<file path="config.mk">
export PLATFORM = sky130hd
export DESIGN_NAME = raystore_rd_pipe
export DESIGN_NICKNAME = d
export VERILOG_FILES = /design/src/rtl/raystore_pkg.sv /design/src/rtl/raystore_ofifo.sv /design/src/rtl/raystore_rd_pipe.sv
export SDC_FILE = /design/constraint.sdc
export NUM_CORES = 2
export LEC_CHECK = 0
export BUFFER_PORTS_ARGS = -buffer_cell sky130_fd_sc_hd__buf_2
export CAP_MARGIN = 20
export CORE_UTILIZATION = 55
export CTS_CLUSTER_SIZE = 30
export DETAILED_ROUTE_END_ITERATION = 8
export PLACE_DENSITY = 0.82
export SYNTH_ARGS = -nofsm -noshare
export SYNTH_HDL_FRONTEND = slang
export SYNTH_SLANG_ARGS = --single-unit
</file>
<file path="constraint.sdc">
create_clock -name clk -period 7.71 [get_ports clk]
set_input_delay 0.771 -clock clk [delete_from_list [all_inputs] [get_ports clk]]
set_output_delay 0.771 -clock clk [all_outputs]
set_load 0.1 [all_outputs]
</file>
<file path="src/rtl/raystore_pkg.sv">
// raystore_pkg: shared types and default sizes for the ray store read pipe
package raystore_pkg;
  localparam int N_DEF = 4;
  localparam int ADDR_W_DEF = 9;
  localparam int RAY_W_DEF = 192;
  localparam int MEM_LAT_DEF = 2;
  localparam int FIFO_D_DEF = 4;
  localparam int SEL_W = 3;
  typedef logic [RAY_W_DEF-1:0] ray_t;
  typedef logic [ADDR_W_DEF-1:0] ray_id_t;
  typedef struct packed {
    logic v;
    logic [SEL_W-1:0] sel;
  } tag_t;
endpackage

</file>
<file path="src/rtl/raystore_ofifo.sv">
// raystore_ofifo: per-requester output FIFO with read-credit tracking
module raystore_ofifo import raystore_pkg::*; #(
  parameter int FIFO_D = FIFO_D_DEF,
  parameter int RAY_W = RAY_W_DEF
) (
  input  logic clk,
  input  logic rst,
  input  logic grant,
  input  logic wr_en,
  input  logic [RAY_W-1:0] wr_data,
  input  logic ds_stall,
  output logic ds_valid,
  output logic [RAY_W-1:0] ds_data,
  output logic stall
);
  localparam int PW = $clog2(FIFO_D);
  localparam int CW = $clog2(FIFO_D) + 1;
  logic [RAY_W-1:0] mem [FIFO_D];
  logic [PW-1:0] wptr, rptr;
  logic [CW-1:0] cnt, res;
  logic pop;
  assign ds_valid = cnt != '0;
  assign ds_data = mem[rptr];
  assign pop = ds_valid & ~ds_stall;
  assign stall = res == CW'(FIFO_D);
  // pointers wrap modulo depth; res counts stored entries plus reads still in flight
  always_ff @(posedge clk or negedge rst)
    if (!rst) begin
      wptr <= '0;
      rptr <= '0;
      cnt <= '0;
      res <= '0;
    end else begin
      if (wr_en) wptr <= wptr == PW'(FIFO_D - 1) ? '0 : wptr + 1'b1;
      if (pop) rptr <= rptr == PW'(FIFO_D - 1) ? '0 : rptr + 1'b1;
      cnt <= cnt + CW'(wr_en) - CW'(pop);
      res <= res + CW'(grant) - CW'(pop);
    end
  // storage needs no reset, only the pointers define validity
  always_ff @(posedge clk)
    if (wr_en) mem[wptr] <= wr_data;
endmodule

</file>
<file path="src/rtl/raystore_rd_pipe.sv">
// raystore_rd_pipe: issues arbiter grants to the dual-port ray store and steers returns into per-requester FIFOs
module raystore_rd_pipe import raystore_pkg::*; #(
  parameter int N = N_DEF,
  parameter int ADDR_W = ADDR_W_DEF,
  parameter int RAY_W = RAY_W_DEF,
  parameter int MEM_LAT = MEM_LAT_DEF,
  parameter int FIFO_D = FIFO_D_DEF
) (
  input  logic clk,
  input  logic rst,
  input  logic [N*ADDR_W-1:0] us_raddr,
  input  logic [N-1:0] pipe_valid,
  input  logic [$clog2(N)-1:0] mux_sel0,
  input  logic [$clog2(N)-1:0] mux_sel1,
  output logic [N-1:0] pipe_stall,
  output logic rd_en0,
  output logic rd_en1,
  output logic [ADDR_W-1:0] rd_addr0,
  output logic [ADDR_W-1:0] rd_addr1,
  input  logic [RAY_W-1:0] rd_data0,
  input  logic [RAY_W-1:0] rd_data1,
  output logic [N-1:0] ds_valid,
  output logic [N*RAY_W-1:0] ds_data,
  input  logic [N-1:0] ds_stall,
  output logic ovf_err
);
  localparam int SW = $clog2(N);
  logic g0, g1, acc0, acc1, err;
  tag_t tp0 [MEM_LAT];
  tag_t tp1 [MEM_LAT];
  tag_t ret0, ret1;
  // grant decode; a grant to a stalled requester is dropped and flagged, nothing issues while in reset
  always_comb begin
    g0 = pipe_valid[mux_sel0];
    g1 = pipe_valid[mux_sel1] & (mux_sel1 != mux_sel0);
    acc0 = g0 & ~pipe_stall[mux_sel0] & rst;
    acc1 = g1 & ~pipe_stall[mux_sel1] & rst;
    err = (g0 & pipe_stall[mux_sel0]) | (g1 & pipe_stall[mux_sel1]) | ($countones(pipe_valid) > 2);
  end
  assign rd_en0 = acc0;
  assign rd_en1 = acc1;
  assign rd_addr0 = us_raddr[mux_sel0*ADDR_W +: ADDR_W];
  assign rd_addr1 = us_raddr[mux_sel1*ADDR_W +: ADDR_W];
  assign ret0 = tp0[MEM_LAT-1];
  assign ret1 = tp1[MEM_LAT-1];
  // tag shift registers carry each read's requester through the RAM latency
  always_ff @(posedge clk or negedge rst)
    if (!rst) begin
      for (int k = 0; k < MEM_LAT; k++) begin
        tp0[k] <= '0;
        tp1[k] <= '0;
      end
    end else begin
      tp0[0] <= {acc0, SEL_W'(mux_sel0)};
      tp1[0] <= {acc1, SEL_W'(mux_sel1)};
      for (int k = 1; k < MEM_LAT; k++) begin
        tp0[k] <= tp0[k-1];
        tp1[k] <= tp1[k-1];
      end
    end
  // sticky protocol error, only reset clears it
  always_ff @(posedge clk or negedge rst)
    if (!rst) ovf_err <= 1'b0;
    else if (err) ovf_err <= 1'b1;
  for (genvar i = 0; i < N; i++) begin : g_fifo
    logic hit0, hit1;
    assign hit0 = ret0.v & (ret0.sel == SEL_W'(i));
    assign hit1 = ret1.v & (ret1.sel == SEL_W'(i));
    raystore_ofifo #(.FIFO_D(FIFO_D), .RAY_W(RAY_W)) u_fifo (
      .clk(clk),
      .rst(rst),
      .grant((acc0 & (mux_sel0 == SW'(i))) | (acc1 & (mux_sel1 == SW'(i)))),
      .wr_en(hit0 | hit1),
      .wr_data(hit0 ? rd_data0 : rd_data1),
      .ds_stall(ds_stall[i]),
      .ds_valid(ds_valid[i]),
      .ds_data(ds_data[i*RAY_W +: RAY_W]),
      .stall(pipe_stall[i])
    );
  end
endmodule

</file>
==> parameters.txt <==
Parameter                              Value

Placed design
  DP Wirelength    214 mm
  Post-placement setup slack    3880 ps
  Placed inst area    133,000 µm²
  Buffers added on ports    1,230
  Final Wtd Congestion    0.868

Timing
  Peak Freq    0.211 GHz
  Min Clock Period, post-route    4740 ps
  Setup TNS Final    0 ps
  Slew of the pin with the lowest slew margin    1280 ps
  Number of max-slew violations in the final report    0
  Post-route fraction of the period consumed by the critical path    61.5%
  Final setup violation count    0
  Final WS setup    2970 ps
  Clock Skew    59.9 ps
  Max-Slew Margin vs Limit    15.0%
  Unrepaired setup endpoints after global routing    false
  Number of hold-slack violations in the final timing report    0

Final layout
  Area taken by flip-flops and latches    93,600 µm²
  Number of filler instances in the final layout    13,766
  Leading cell type in the layout, fill and taps excluded    edfxtp_1
  Post-route design area    143,000 µm²
  Layout Nets    6,996
  Ratio of cells with drive above 1 in the final layout    49.3%
  Utilization after layout    64.2%
  Area of the multi-input gates    28,000 µm²
  Most used cells in the layout excluding fill and tap cells    edfxtp_1, buf_2, mux4_2, mux2_2, clkbuf_16
  Synthesis-to-layout area growth    15.8%

CTS
  CTS Root Cell    clkbuf_16
  Setup Fix Bufs, Post-CTS    0
  TritonCTS buffer count    320
  Number of cells upsized or downsized after cts    0
  Clock tree from TritonCTS    yes
  Clock latency of the later-clocked register in the worst-skew pair    960 ps
  CTS sink cnt    3,125
  Cts hold-fix bufs    1
  Count of H-tree levels built during CTS    5
  Deepest clock path buffer count    4
  Clock Pin Slew Worst Setup and Hold Paths    60 ps

Detailed routing
  Number of nets with antenna violations after routing    0
  Starting DRT DRC Count    7,805
  DRT Pass-1 Iters    7
  Wire length after detailed routing    351 mm
  Mean routed wirelength per cell    36.0 µm
  Count of vias placed by the detailed router    64,603
  DR vias/cell    6.62
  DRC violations left    0

Setup path
  Critical Path RT    6940 ps
  CP Max Fanout    81
  Category of the worst setup path capture point    output pin
  Crit Path Category    reg -> out
  Critical Path Start Type    flip-flop
  Crit path arrival time    3970 ps

Floorplan
  Total die area    226,000 µm²
  Die H    475 µm
  Ports placed on the boundary    1,231
  Row cnt    173
  Effective utilization at floorplan    55.4%
  CORE AREA    222,000 µm²
  Horiz. Die Dim    475 µm

Synthesis
  Asr flop ratio synth    1.70%
  Register bit total from synthesis    3,125
  Count of unique library cells instantiated by Yosys    37
  Predominant post-synthesis flop cell    edfxtp_1
  Post-Synthesis Cell Area    123,000 µm²
  Syn_nets    5,632
  Sequential share of the synthesized area    76.0%
  Number of synthesized flops with an enable pin    3,072
  Avg Cell Area, Syn    23.9 µm²
  Ys Warns    0
  Post-Synthesis Cells    5,150

Global route
  Remaining Overflow, GRT    0
  Number of global-route vias before repair    64,752
  Largest net degree at the start of global routing    100
  Number of antenna violations at the first check in global routing    58
  GRT Total Usage    30.7%
  First-pass GRT wire length    483 mm

Run status
  Status    finished clean

Flow run
  Max-capacitance violation count    0

Min path
  Min-delay worst type    in -> reg
==> path summary, 6_finish.rpt <==
| path | start | to | slack [ps] | cells past startpoint |
|---|---|---|---|---|
| worst max register to register | ret0[1]$_DFF_PN0_ | g_fifo[1].u_fifo.mem[2][93]$_DFFE_PP_ | 3750 | 5 |
| worst min-delay path | mux_sel0[1] | tp0[5]$_DFF_PN0_ | 190 | 1 |
| min in group asynchronous | rst | g_fifo[0].u_fifo.res[2]$_DFF_PN0_ | 540 | 3 |
| worst min register to register | tp1[5]$_DFF_PN0_ | ret1[1]$_DFF_PN0_ | 350 | 0 |
| worst max-delay path | g_fifo[3].u_fifo.rptr[0]$_DFFE_PN0P_ | ds_data[750] | 2970 | 4 |
| max in group asynchronous | rst | g_fifo[2].u_fifo.rptr[1]$_DFFE_PN0P_ | 6580 | 3 |
==> Yosys cell counts (5+ instances only) <==
master    instances  area [µm²]
xnor2_1          16         140
or3_1             5        31.3
buf_4            95         713
edfxtp_1       3072       92200
nand2_1          10        37.5
fa_1              9         180
mux2_2          779        8770
and2b_2           5        43.8
mux4_2          781       17600
dfrtp_1          53        1330
buf_2           105         526
and2_1           15        93.8
nor2b_1           6        37.5
a21oi_1           6        30.0
clkbuf_1         16        60.1
buf_1            52         195
nor2_1           10        37.5
ha_1             39         488
mux4_1            8         210
inv_1            38         143
==> sequential cells by signal, indices dropped and copies added (netlist names) <==
register            count
g_fifo.u_fifo.mem    3072
g_fifo.u_fifo.cnt      12
g_fifo.u_fifo.res      12
g_fifo.u_fifo.rptr      8
g_fifo.u_fifo.wptr      8
ret0                    3
ret1                    3
tp0                     3
tp1                     3
ovf_err                 1
==> through the flow <==
step	hold slack, ps	instances
CTS	105	9719
detailed placement	340	9166
global placement	335	9166
global route	143	9748
finish	193	9765
floorplan	331	5150
==> critical path, stage by stage, from the launching register on <==
cell,delay [ps]
dfrtp_4,860
buf_12,440
buf_4,470
mux4_2,570
buf_2,310
==> metal layers <==
metal | up-vias | GRT usage, % | share of wire (%)
li1 | 24674 | - | -
met1 | 33713 | 37.8 | 33
met2 | 5237 | 47.6 | 47
met3 | 955 | 10.1 | 13
met4 | 24 | 18.2 | 6.7
met5 | - | 0 | 0.046
==> cell type report <==
cell class	count	area share, %
clock inverters	158	1.00
flip-flops and latches	3125	65.6
diodes	46	0.0807
repair buffers	1312	5.09
clock buffers	394	5.90
well taps	2975	2.61
inverters	38	0.100
multi-input cells	1717	19.6
==> cells by family (layout without fill, tap and decap cells) <==
logic type	Yosys count	after routing	synth area share [%]
DFF	3125	3125	76.0
muxes	1568	1568	21.6
buffers and inverters	308	1902	1.35
and+or+nand+nor	67	67	0.332
adders and majority gates	48	48	0.543
xor gates and xnor gates	18	18	0.128
AOI/OAI and AO/OA	16	16	0.0813
other	0	46	0
Power is left out: the tool's default activity adds up to more than one toggle a clock period on the data nets, which glitch-free logic cannot reach.
